## src/rtl/instruction_fetch.sv

```systemverilog
// Fetch stage: owns the PC, issues one cache read per cycle when the output
// FIFO has room, and pairs the one-cycle-late cache data with its PC.
module instruction_fetch #(
    parameter logic [31:0] RESET_VECTOR = 32'h00000000,
    parameter int          FIFO_DEPTH   = 2
) (
    input  logic        i_Clock,
    input  logic        i_Reset_n,
    output logic [31:0] o_CacheAddress,
    input  logic [31:0] i_CacheData,
    input  logic        i_CacheAddressMisaligned,
    input  logic        i_Redirect,
    input  logic [31:0] i_RedirectTarget,
    output logic        o_Valid,
    input  logic        i_Ready,
    output logic [31:0] o_PC,
    output logic [31:0] o_Instruction,
    output logic        o_Exception
);
    localparam int          AW      = $clog2(FIFO_DEPTH);
    localparam logic [AW:0] DEPTH_W = (AW + 1)'(FIFO_DEPTH);

    typedef enum logic {
        ST_FETCH = 1'b0,
        ST_HALT  = 1'b1
    } state_t;

    state_t        state_q, state_d;
    logic [31:0]   pc_q, pc_d;
    logic          inflight_q, inflight_d;
    logic [31:0]   inflight_pc_q, inflight_pc_d;
    logic          inflight_fault_q, inflight_fault_d;
    logic [AW-1:0] rd_ptr_q, rd_ptr_d;
    logic [AW-1:0] wr_ptr_q, wr_ptr_d;
    logic [AW:0]   count_q, count_d;
    logic [31:0]   pc_mem_q  [FIFO_DEPTH];
    logic [31:0]   pc_mem_d  [FIFO_DEPTH];
    logic [31:0]   ins_mem_q [FIFO_DEPTH];
    logic [31:0]   ins_mem_d [FIFO_DEPTH];
    logic          exc_mem_q [FIFO_DEPTH];
    logic          exc_mem_d [FIFO_DEPTH];

    logic          pop;
    logic          push;
    logic          issue;
    logic [AW:0]   occupancy;

    assign o_Valid        = (count_q != '0);
    assign o_PC           = o_Valid ? pc_mem_q[rd_ptr_q]  : 32'd0;
    assign o_Instruction  = o_Valid ? ins_mem_q[rd_ptr_q] : 32'd0;
    assign o_Exception    = o_Valid ? exc_mem_q[rd_ptr_q] : 1'b0;
    assign o_CacheAddress = pc_q;

    // Inflight fetches reserve a FIFO slot so a returning word always fits.
    assign pop       = o_Valid & i_Ready;
    assign push      = inflight_q & ~i_Redirect;
    assign occupancy = count_q + (AW + 1)'(inflight_q);
    assign issue     = (state_q == ST_FETCH) && !i_Redirect &&
                       ((occupancy < DEPTH_W) || ((occupancy == DEPTH_W) && pop));

    always_comb begin
        state_d          = state_q;
        pc_d             = pc_q;
        inflight_d       = inflight_q;
        inflight_pc_d    = inflight_pc_q;
        inflight_fault_d = inflight_fault_q;
        rd_ptr_d         = rd_ptr_q;
        wr_ptr_d         = wr_ptr_q;
        count_d          = count_q;
        pc_mem_d         = pc_mem_q;
        ins_mem_d        = ins_mem_q;
        exc_mem_d        = exc_mem_q;

        if (i_Redirect) begin
            state_d    = ST_FETCH;
            pc_d       = i_RedirectTarget;
            inflight_d = 1'b0;
            rd_ptr_d   = '0;
            wr_ptr_d   = '0;
            count_d    = '0;
        end else begin
            if (push) begin
                pc_mem_d[wr_ptr_q]  = inflight_pc_q;
                ins_mem_d[wr_ptr_q] = inflight_fault_q ? 32'd0 : i_CacheData;
                exc_mem_d[wr_ptr_q] = inflight_fault_q;
                wr_ptr_d            = wr_ptr_q + AW'(1);
            end
            if (pop) begin
                rd_ptr_d = rd_ptr_q + AW'(1);
            end
            count_d    = count_q + (AW + 1)'(push) - (AW + 1)'(pop);
            inflight_d = issue;
            if (issue) begin
                inflight_pc_d    = pc_q;
                inflight_fault_d = i_CacheAddressMisaligned;
                if (i_CacheAddressMisaligned) begin
                    state_d = ST_HALT;
                end else begin
                    pc_d = pc_q + 32'd4;
                end
            end
        end
    end

    always_ff @(posedge i_Clock) begin
        if (!i_Reset_n) begin
            state_q          <= ST_FETCH;
            pc_q             <= RESET_VECTOR;
            inflight_q       <= 1'b0;
            inflight_pc_q    <= 32'd0;
            inflight_fault_q <= 1'b0;
            rd_ptr_q         <= '0;
            wr_ptr_q         <= '0;
            count_q          <= '0;
        end else begin
            state_q          <= state_d;
            pc_q             <= pc_d;
            inflight_q       <= inflight_d;
            inflight_pc_q    <= inflight_pc_d;
            inflight_fault_q <= inflight_fault_d;
            rd_ptr_q         <= rd_ptr_d;
            wr_ptr_q         <= wr_ptr_d;
            count_q          <= count_d;
        end
    end

    // Storage needs no reset: outputs are masked while the FIFO is empty.
    always_ff @(posedge i_Clock) begin
        pc_mem_q  <= pc_mem_d;
        ins_mem_q <= ins_mem_d;
        exc_mem_q <= exc_mem_d;
    end

    always_ff @(posedge i_Clock) begin
        if (i_Reset_n && push && !pop) begin
            assert (count_q != DEPTH_W);
        end
    end
endmodule

```

## config.mk

```make
export PLATFORM = sky130hd
export DESIGN_NAME = instruction_fetch
export DESIGN_NICKNAME = d
export VERILOG_FILES = /design/src/rtl/instruction_fetch.sv
export SDC_FILE = /design/constraint.sdc
export NUM_CORES = 1
export LEC_CHECK = 0
export CORE_MARGIN = 5
export CORE_UTILIZATION = 47
export DETAILED_ROUTE_END_ITERATION = 7
export MAX_ROUTING_LAYER = met4
export PLACE_DENSITY = 0.76
export SYNTH_ARGS = -nofsm -noshare
export SYNTH_HDL_FRONTEND = slang
export SYNTH_SLANG_ARGS = --single-unit
```

## constraint.sdc

```tcl
create_clock -name i_Clock -period 4.3 [get_ports i_Clock]
set_input_delay 0.43 -clock i_Clock [delete_from_list [all_inputs] [get_ports i_Clock]]
set_output_delay 0.43 -clock i_Clock [all_outputs]
set_load 0.02 [all_outputs]
```

## Yosys cells after proc, flatten, opt, wreduce, memory -nomap -nowiden

Index checks and enable logic that the tools add are counted.

| operators by class | value |
|---|---|
| bitwise gates (word level) | 7 |
| reduce and logical (&&, ||, !) cells | 13 |
| $lt $le $gt $ge | 4 |
| add/sub/neg operators | 6 |
| mux-type cells | 23 |
| equality and inequality tests | 2 |

Operator list:

| kind | number |
|---|---|
| two-way mux 32 bit | 13 |
| bitwise mux 64 bit | 2 |
| adder 32 x 3 -> 32 bit, second input constant | 1 |
| demux 32 bit (select 1 bit) | 1 |
| AND reduction 2 bit | 4 |
| two-way mux 1 bit | 5 |
| adder 2 x 1 -> 2 bit | 2 |
| >= comparator 2 bit, second input constant | 2 |
| logical AND 1 bit | 4 |
| inverter 1 -> 2 bit | 2 |
| nonzero test 2 bit | 2 |
| inverter 1 bit | 3 |
| adder 1 bit, second input constant | 2 |
| AND 1 bit | 2 |
| bitwise mux 2 bit | 1 |
| equality test 2 bit, second input constant | 1 |
| less-than comparator 2 x 1 -> 1 bit, second input constant | 1 |
| less-than comparator 2 bit, second input constant | 1 |
| != test 2 x 1 -> 1 bit, second input constant | 1 |
| OR reduction 2 bit | 1 |
| subtractor 2 x 1 -> 2 bit | 1 |
| demux 1 bit (select 1 bit) | 1 |
| zero test 1 bit | 1 |
| logical OR 1 bit | 1 |

| word-level totals | value |
|---|---|
| output and inout port bits | 98 |
| register bits | 201 |
| word-level logic and storage cells | 69 |

## Depth between registers and ports, before layout

Gate-level depths: netlist of the first run.

| logic depth | value |
|---|---|
| word-level depth | 7 |
| mapped depth | 11 |
| depth with buffers taken out | 9 |

## Worst setup path after synthesis of the first run

No wires, ideal clock.

| path | value |
|---|---|
| path kind | in2reg |
| from | input port i_Redirect |
| to | register exc_mem_q[1] in the netlist's numbering (enable) |
| setup time | 0.488 ns |
| stages | 6 |
| buffers on the path | 3 |
| slack | -0.132 ns |
| arrival | 3.944 ns |
| cell sequence | clkbuf_1 -> inv_1 -> buf_2 -> buf_1 -> nand2_1 -> nor2_1 |

| between the ends | value |
|---|---|
| cells in the longest elaborated chain, start to end | 3 |

Ends and longest elaborated chain:

| item | line | RTL |
|---|---|---|
| start: declaration | 12 | `input logic i_Redirect,` |
| inverter 1 bit (no source line) * | -- |  |
| AND 1 bit | 56 | `assign push = inflight_q & ~i_Redirect;` |
| AND reduction 2 bit (no source line) * | -- |  |
| end signal: assignment | 131 | `exc_mem_q <= exc_mem_d;` |
| end: declaration | 40 | `logic exc_mem_q [FIFO_DEPTH];` |

Mark *: on every way between the ends. The rest lies on a longest branch, timed or not.
A chain may end at the register's enable or synchronous reset.

## Worst setup path in the final report of the first run

| path | value |
|---|---|
| from | register rd_ptr_q |
| to | output port o_Instruction[6] |

| between the ends | value |
|---|---|
| cells in the longest elaborated chain, start to end | 5 |

Ends and longest elaborated chain:

| item | line | RTL |
|---|---|---|
| start: declaration | 33 | `logic [AW-1:0] rd_ptr_q, rd_ptr_d;` |
| start signal: assignment | 121 | `rd_ptr_q <= rd_ptr_d;` |
| inverter 1 -> 2 bit (not written as such) | 50 | `assign o_Instruction = o_Valid ? ins_mem_q[rd_ptr_q] : 32'd0;` |
| two-way mux 32 bit (not written as such) (3 in series) | 50 |  |
| two-way mux 32 bit | 50 |  |
| end: declaration | 17 | `output logic [31:0] o_Instruction,` |

Every way passes these cells. The select of a mux whose other input is x is not followed.

==> summary.txt, run 1 <==
Logic synthesis
  – Top-count cell post-synth: edfxtp_1
  – Top cells by area, synth: edfxtp_1, dfxtp_1, mux2i_1, nand2_1, nor2_1
  – Post-synth ARST share: 0%
  – Post-synthesis cell area: around 8300 sq um
  – Largest area contributor in the netlist: edfxtp_1
  – Post-Syn Area per Cell: approximately 12 sq um
  – Yosys top cell area share: 46.8%
  – Unique masters post-synth: between 40 and 50
  – Mapped Nets: between 700 and 800
  – Yosys warns: 0
  – Post-synthesis sequential area ratio: between 60% and 70%
  – Gate Count Post-Synth: 720
  – #FFs+latches synth: approximately 200
  – Post-synth EDFFs: 130
  – Commonest cells in the synthesized netlist: edfxtp_1, nand2_1, nor2_1
  – Ys flop type: edfxtp_1

Clock network
  – Longest Clk Path Bufs: 3
  – Clock Latency Late Sink: 0.49 ns
  – Postcts setup bufs: 0
  – Post-CTS Hold Buffers: 0
  – CTS clk-pin slew, worst paths: around 0.06 ns
  – Clock Tree Root: clkbuf_16
  – H-tree levels: 1
  – Number of buffers created by CTS: 20
  – CTS tree: yes
  – Clock Sinks: around 200
  – # resized after CTS: 0

Drt
  – Drt wl/cell: 17.6 microns
  – First-pass iteration count of the detailed router: 5
  – Initial drt markers: roughly 370
  – DRT antenna net count: 0
  – WL final: slightly below 20000 microns
  – # DRC: 0
  – Via count: 5942
  – Vias per cell: 5.34

STA
  – Final setup margin: between 1 and 1.5 ns
  – Post-route clock period utilization: 74.1%
  – Slew margin rel.: roughly 32%
  – Setup TNS: 0 ns
  – Final setup violating endpoints: 0
  – Slew Viols, Final: 0
  – Fmax: 314 MHz
  – RSZ-0062 raised after global routing: false
  – Final Critical Period: 3.19 ns
  – Actual slew at the worst max-slew pin: roughly 1 ns
  – Final hold vios: 0
  – Clock skew: around 0.020 ns

Critical path
  – CP Capture Type: output port
  – Cell family with most CP delay: buffers and inverters
  – Crit path buf inv count: 2
  – Reg-to-reg endpoint: inflight_pc_q[25]
  – CP required: 3.87 ns
  – Crit path max fanout: 51
  – WP data arrival: 2.76 ns
  – Crit Path Class: register to output port
  – Worst r2r src: inflight_q
  – Max stage delay on crit path: 0.95 ns
  – Critical-path cell list: buf_4 -> mux2i_1 -> nor2_1 -> clkdlybuf4s50_1
  – Critical path launch point: rd_ptr_q
  – Critical Path Slowest Stage Cell: dfxtp_4
  – R2R Setup Slk: between 1.5 and 2 ns
  – Setup crit start kind: register
  – FF-to-FF path depth: 7

Worst hold path
  – Worst Hold Launch: inflight_pc_q[2]
  – Hold Crit Class: register to register
  – Worst Hold Endpoint: pc_mem_q[34]
  – Hold Crit Depth: 0

GRT
  – Total GRT Usage: between 10% and 20%
  – Largest net degree at the start of global routing: 66
  – Number of global-route vias before repair: 5718
  – Overall overflow remaining after global route: 0
  – Number of antenna violations at the first check in global routing: 0
  – First-pass GRT wire length: 30700 microns

Flow run
  – Max-Cap Viols: 0

Die
  – Die X: around 140 microns
  – Total core area: 17400 sq um
  – Die area: a little over 20000 sq um
  – FP Rows: between 40 and 50
  – Die height: between 100 and 150 microns
  – Top Ports: approximately 170
  – Starting Density: approximately half

Pwr
  – Switch share: 21.5%
  – Psw: ~0.00096 W
  – Sequential Power Share: between 40% and 50%
  – Gate power share: under 10%
  – Leak: 3.59 nW
  – Worst IR Drop VDD: 269 uV
  – Int Pwr: between 0.003 and 0.004 W
  – Pwr dens: slightly above 400 nW/um^2
  – Clock share of power: a little over two fifths

Final layout
  – Area delta synth->final: 31.6%
  – Layout cells sized above 1: ~6.4%
  – Non-Filler Cell Area, Final: 11000 sq um
  – N_diodes: 0
  – Layout Utilization: a little over three fifths
  – Nets: 947
  – Fillers: 1356

Placement
  – # port buffers: roughly 170
  – Post-Place Worst Slack: about 1.5 ns
  – GP Congestion: 0.847
  – Detailed Place HPWL: ~13000 microns
  – Post-DP Area: 10200 sq um

Outcome
  – Run status: complete, no violations
-- area by class of cell --
type                            count  area [sq um]  share of cell area (%)
Clock inverter                      9           150                    1.37
Clock buffer                       27           588                    5.35
Inverter                            6          22.5                   0.205
Tap cell                          225           282                    2.56
Timing Repair Buffer              178          1760                    16.1
Sequential cell                   201          5330                    48.5
Multi-Input combinational cell    467          2850                    25.9
-- routing by layer --
metal / wire length, microns / vias to the layer above / GRT usage, % / part of all wire, %
li1: - / 2884 / - / -
met5: 0 / - / - / 0
met3: 1240 / 17 / 2.61 / 6.3
met1: 8690 / 2831 / 26.3 / 44
met4: 210 / 0 / 3.87 / 1.1
met2: 9490 / 210 / 31.2 / 48
-- sequential cells by signal, summed over array words and instances, names as in the netlist, 2 cells and up --
name            flops
pc_mem_q           64
ins_mem_q          64
count_q             2
exc_mem_q           2
o_CacheAddress     32
inflight_pc_q      32
-- logic make-up (layout without fill, tap and decap cells) --
logic type | Yosys count | in the layout | share of synthesized area (%)
AND/OR/NAND/NOR | 274 | 274 | 15.9
XOR/XNOR | 23 | 23 | 2.41
buffers and inverters | 52 | 220 | 2.35
multiplexers | 67 | 67 | 8.03
flip-flops | 201 | 201 | 63.8
adder cells (fa/ha/maj) | 4 | 4 | 0.599
AO/OA/AOI/OAI | 99 | 99 | 6.89
-- placed cells by master (no fill, tap or decap), types with 11 or more instances in the layout --
master	Yosys	routed
edfxtp_1	130	130
clkbuf_16	0	21
nor4_1	14	14
o21ai_0	22	22
xnor2_1	22	22
clkdlybuf4s50_1	0	166
nor2b_1	33	33
buf_4	0	11
nor2_1	89	86
dfxtp_1	71	70
mux2i_1	67	67
a21oi_1	50	50
nand2_1	90	90
-- how the worst max path moves through the flow --
| stage | endpoint | slack (ns) | depth (start not counted) |
|---|---|---|---|
| after global placement | ins_mem_q[20] | 1.49 | 4 |
| after floorplan | exc_mem_q[1] | 0.95 | 6 |
| after detailed placement | ins_mem_q[20] | 1.48 | 4 |
| after CTS | o_Instruction[6] | 1.05 | 4 |
| after global routing | o_Instruction[6] | 0.96 | 4 |
| final | o_Instruction[6] | 1.11 | 4 |
-- power groups by stage --
stage	logic, W	registers, W	clock network [W]
2_1_floorplan	0.000180	0.00222	0
3_3_place_gp	0.000383	0.00222	0
3_5_place_dp	0.000387	0.00222	0
4_1_cts	0.000390	0.00218	0.00192
5_1_grt	0.000419	0.00218	0.00201
6_report	0.000387	0.00218	0.00190
-- metrics by stage --
step | hold slack [ns] | std cells | total power [W]
after floorplan | 0.425 | 720 | 0.00240
after global placement | 0.431 | 1077 | 0.00260
after global routing | 0.459 | 1113 | 0.00462
after detailed placement | 0.436 | 1077 | 0.00261
final | 0.434 | 1113 | 0.00446
after CTS | 0.441 | 1113 | 0.00449
(Power assumes the default switching activity.)
==> run 2: changes to the inputs <==
Clock period 4.3 ns to 2.8 ns, I/O delays scaled along.
==> summary.txt, run 2 (synthesized netlist as in run 1, its figures left out) <==
STA
  – Slew margin rel.: 56.1%
  – Actual slew at the worst max-slew pin: 0.653 ns
  – Final hold vios: 0
  – Post-route clock period utilization: between 90% and 100%
  – Hold WS: between 0.3 and 0.4 ns
  – Clock skew: between 0.01 and 0.015 ns
  – Slew Viols, Final: 0
  – Final setup margin: 0.165 ns
  – Final setup violating endpoints: 0
  – Fmax: approximately 380 MHz
  – Final Critical Period: between 2 and 3 ns
  – Setup TNS: 0 ns
  – RSZ-0062 raised after global routing: false

Critical path
  – Max stage delay on crit path: ~0.64 ns
  – Critical Path Slowest Stage Cell: dfxtp_4
  – Worst r2r src: count_q[0]
  – Crit path max fanout: 28
  – Critical-path cell list: buf_12 -> mux2i_1 -> nor2_1 -> clkdlybuf4s50_1
  – Crit path to: o_PC[7]
  – Crit Path Class: register to output port
  – R2R Setup Slk: between 0.3 and 0.4 ns
  – CP Capture Type: output port
  – WP data arrival: about 2.4 ns
  – CP required: roughly 2.5 ns
  – Setup crit start kind: register
  – Critical path launch point: rd_ptr_q
  – Reg-to-reg endpoint: inflight_pc_q[20]
  – FF-to-FF path depth: 7

Drt
  – WL final: between 15000 and 20000 microns
  – Drt wl/cell: 17.6 microns
  – First-pass iteration count of the detailed router: 4
  – Initial drt markers: around 400
  – # DRC: 0
  – Vias per cell: approximately 5.3
  – DRT antenna net count: 0
  – Via count: just under 6000

Placement
  – Detailed Place HPWL: between 10000 and 15000 microns
  – # port buffers: approximately 170
  – Post-DP Area: around 10000 sq um
  – Post-Place Worst Slack: between 0.4 and 0.5 ns
  – GP Congestion: ~0.87

Clock network
  – H-tree levels: 1
  – Clock Latency Late Sink: about 0.50 ns
  – CTS clk-pin slew, worst paths: about 0.07 ns
  – Number of buffers created by CTS: 21
  – Clock Tree Root: clkbuf_16
  – Postcts setup bufs: 0
  – CTS tree: yes
  – # resized after CTS: 0
  – Clock Sinks: between 200 and 250
  – Longest Clk Path Bufs: 3
  – Post-CTS Hold Buffers: 0

Final layout
  – N_diodes: 0
  – Non-Filler Cell Area, Final: 11100 sq um
  – Biggest regs: ins_mem_q x64, pc_mem_q x64
  – Most common cell after layout, fill and taps aside: clkdlybuf4s50_1
  – Nets: 962
  – Layout cells sized above 1: under 10%
  – Area delta synth->final: 32.8%
  – Most frequent cells in the layout: clkdlybuf4s50_1, edfxtp_1, nand2_1

Pwr
  – Leak: roughly 3.7 nW
  – Worst IR Drop VDD: slightly below 400 uV
  – Pwr dens: ~600 nW/um^2

Worst hold path
  – Hold Crit Class: input port to register

Die
  – Top Ports: 167
  – Die area: 20500 sq um
  – Total core area: 17400 sq um
  – FP Rows: 48
  – Starting Density: 48.1%
  – Die height: 143 microns
  – Die X: roughly 140 microns

GRT
  – Overall overflow remaining after global route: 0
  – Number of global-route vias before repair: ~6000
  – GR Layer Usage met1: between 20% and 30%
  – Total GRT Usage: about a fifth
  – Global routing usage on met2: around a third
  – Largest net degree at the start of global routing: 52
  – Global Route met3 Usage: 3.88%
  – First-pass GRT wire length: 31600 microns
  – Busiest grt layer: met2
  – Number of antenna violations at the first check in global routing: 0

Outcome
  – Run status: complete, no violations

Flow run
  – Max-Cap Viols: 0
-- run 2: per-layer routing --
| layer | part of all wire [%] | wire [microns] |
|---|---|---|
| met1 | 42 | 8350 |
| met2 | 49 | 9670 |
| met3 | 7.0 | 1390 |
| met4 | 2.2 | 442 |
| met5 | 0 | 0 |
-- run 2: worst min-delay path by stage --
stage / depth (start not counted) / start / end
final: 3 / i_RedirectTarget[18] / o_CacheAddress[18]
after global routing: 3 / i_RedirectTarget[26] / o_CacheAddress[26]
after CTS: 3 / i_RedirectTarget[18] / o_CacheAddress[18]
after detailed placement: 0 / inflight_pc_q[29] / pc_mem_q[61]
after global placement: 0 / inflight_pc_q[19] / pc_mem_q[19]
after floorplan: 0 / inflight_pc_q[0] / pc_mem_q[0]
-- run 2: report_power, final --
| part | switching (W) | internal [W] | leakage (nW) |
|---|---|---|---|
| sequential | 0.0000830 | 0.00325 | 1.73 |
| combinational | 0.000325 | 0.000295 | 1.59 |
| clock | 0.00112 | 0.00159 | 0.337 |
| total | 0.00153 | 0.00514 | 3.66 |
-- run 2: layout make-up --
type,instances,area [sq um]
Fill cell,1372,6270
Sequential cell,201,5330
Multi-Input combinational cell,467,2850
Timing Repair Buffer,192,1920
Clock buffer,27,589
Tap cell,225,282
Clock inverter,11,95.1
Inverter,6,22.5
-- run 2: through the flow --
stage	power (W)	instances	util (%)
2_1_floorplan	0.00369	720	-
3_3_place_gp	0.00400	1091	59.9
3_5_place_dp	0.00402	1091	59.9
4_1_cts	0.00673	1129	63.9
5_1_grt	0.00693	1129	63.9
6_report	0.00667	1129	63.9
-- run 2: critical path: cells and delay by family, from the launching register on --
| family | cells | cell delay (ns) |
|---|---|---|
| muxes | 1 | 0.10 |
| buffers and inverters | 2 | 0.93 |
| and+or+nand+nor | 1 | 0.17 |
| DFF | 1 | 0.64 |
==> run 3: changes to the inputs <==
Settings changed: CORE_UTILIZATION 47 to 55, DONT_BUFFER_PORTS set to 1, PLACE_DENSITY 0.76 to 0.72.
==> summary.txt, run 3 (synthesized netlist as in run 1, its figures left out) <==
GRT
  – First-pass GRT wire length: 30300 microns
  – Number of antenna violations at the first check in global routing: 0
  – Total GRT Usage: about 22%
  – Overall overflow remaining after global route: 0
  – Number of global-route vias before repair: between 5000 and 6000
  – Largest net degree at the start of global routing: 66

Clock network
  – Clock Tree Root: clkbuf_16
  – Clock Latency Late Sink: around 0.49 ns
  – Longest Clk Path Bufs: 3
  – CTS clk-pin slew, worst paths: 0.07 ns
  – H-tree levels: 1
  – Postcts setup bufs: 0
  – CTS tree: yes
  – Clock Sinks: 201
  – Number of buffers created by CTS: 21

Drt
  – # DRC: 0
  – WL final: between 15000 and 20000 microns
  – Vias per cell: 5.81
  – Via count: between 5000 and 6000
  – Met3 routed WL: roughly 1500 microns
  – First-pass iteration count of the detailed router: 5
  – Initial drt markers: between 300 and 400
  – DR top layer: met4
  – Metal2 WL: 9130 microns
  – Drt wl/cell: just over 20 microns
  – DRT antenna net count: 0
  – WL met1: roughly 8100 microns

STA
  – Clock skew: about 0.015 ns
  – RSZ-0062 raised after global routing: false
  – Final Critical Period: approximately 2.4 ns
  – Actual slew at the worst max-slew pin: between 0.9 and 1 ns
  – Hold WS: 0.00719 ns
  – Final hold vios: 0
  – Post-route clock period utilization: between 80% and 90%
  – Slew Viols, Final: 0
  – Slew margin rel.: approximately a third
  – Final setup violating endpoints: 0
  – Fmax: about 420 MHz
  – Setup TNS: 0 ns

Die
  – Die area: 17700 sq um
  – Top Ports: roughly 170
  – Die height: 133 microns
  – Total core area: about 15000 sq um
  – FP Rows: 45
  – Starting Density: 55.5%
  – Die X: 133 microns

Outcome
  – Run status: complete, no violations

Critical path
  – CP Capture Type: register
  – WP data arrival: 2.80 ns
  – Crit path max fanout: 9
  – Setup crit start kind: register
  – Crit path buf inv count: 1
  – FF-to-FF path depth: 7
  – Critical path launch point: count_q[0]
  – Reg-to-reg endpoint: o_CacheAddress[21]
  – Cell family with most CP delay: simple AND/OR/NAND/NOR gates
  – Critical Path Slowest Stage Cell: dfxtp_1
  – CP required: 3.21 ns
  – Crit path to: o_CacheAddress[21]
  – Crit path top cell by count: or3_1
  – R2R Setup Slk: 0.41 ns
  – Worst r2r src: count_q[0]
  – Critical-path cell list: ha_1 -> and3b_1 -> o221ai_1 -> buf_4 -> or3_1 -> or3_1 -> a31oi_1
  – Max stage delay on crit path: between 0.4 and 0.5 ns
  – Crit Path Class: register to register
  – Levels on crit path: 7

Placement
  – Detailed Place HPWL: ~12000 microns
  – GP Congestion: about 0.9
  – Post-DP Area: between 8000 and 9000 sq um
  – # port buffers: 0

Final layout
  – Biggest regs: ins_mem_q x64, pc_mem_q x64
  – Most common cell after layout, fill and taps aside: edfxtp_1
  – Non-Filler Cell Area, Final: about 9500 sq um
  – Fillers: about 1200
  – Area delta synth->final: 14.2%
  – Most frequent cells in the layout: edfxtp_1, nand2_1, nor2_1
  – N_diodes: 0
  – Nets: roughly 820
  – Layout cells sized above 1: under 10%

Pwr
  – Worst IR Drop VDD: 518 uV
  – Leak: slightly above 3 nW
  – Pwr dens: 683 nW/um^2

Worst hold path
  – Hold Crit Class: input port to register

Flow run
  – Max-Cap Viols: 0
[run 3: how the worst min path moves through the flow]
| stage | cells after the start | slack, ns | from | end |
|---|---|---|---|---|
| 2_1_floorplan | 0 | 0.43 | inflight_pc_q[0] | pc_mem_q[0] |
| 3_3_place_gp | 1 | 0.40 | i_Reset_n | o_CacheAddress[23] |
| 6_report | 2 | 0.007 | i_RedirectTarget[16] | o_CacheAddress[16] |
| 4_1_cts | 2 | 0.0008 | i_Redirect | o_CacheAddress[29] |
| 3_5_place_dp | 1 | 0.41 | i_Reset_n | o_CacheAddress[23] |
| 5_1_grt | 2 | 0.01 | i_Redirect | o_CacheAddress[9] |
[run 3: report_power, final]
part,switching (W),internal (W),total (W)
clock network,0.00113,0.00160,0.00273
logic,0.000278,0.000147,0.000425
registers,0.000100,0.00325,0.00335
[run 3: layout make-up]
type | instances | area [sq um] | area share, %
Sequential cell | 201 | 5330 | 55.9
Multi-Input combinational cell | 467 | 2850 | 29.9
Clock buffer | 23 | 543 | 5.70
Timing Repair Buffer | 46 | 418 | 4.38
Tap cell | 188 | 235 | 2.47
Clock inverter | 14 | 135 | 1.42
Inverter | 6 | 22.5 | 0.236
[run 3: timing repair]
item	4_1_cts	5_1_grt
hold buffers	19	0
endpoints found under the hold margin	31	0
setup endpoints to repair	0	0
resized for setup	0	0
[run 3: through the flow]
stage	worst slack [ns]	instances	utilization (%)	total power (W)
floorplan	0.297	720	-	0.00369
global placement	0.511	889	57.6	0.00380
detailed placement	0.452	889	57.6	0.00381
CTS	0.434	945	63.4	0.00656
global route	0.267	945	63.4	0.00674
finish	0.412	945	63.4	0.00651
[run 3: per-layer routing]
layer,global-route usage (%),up-vias
met2,35.2,215
met5,-,-
met1,27.8,2630
met4,5.83,0
met3,5.51,38
li1,-,2610
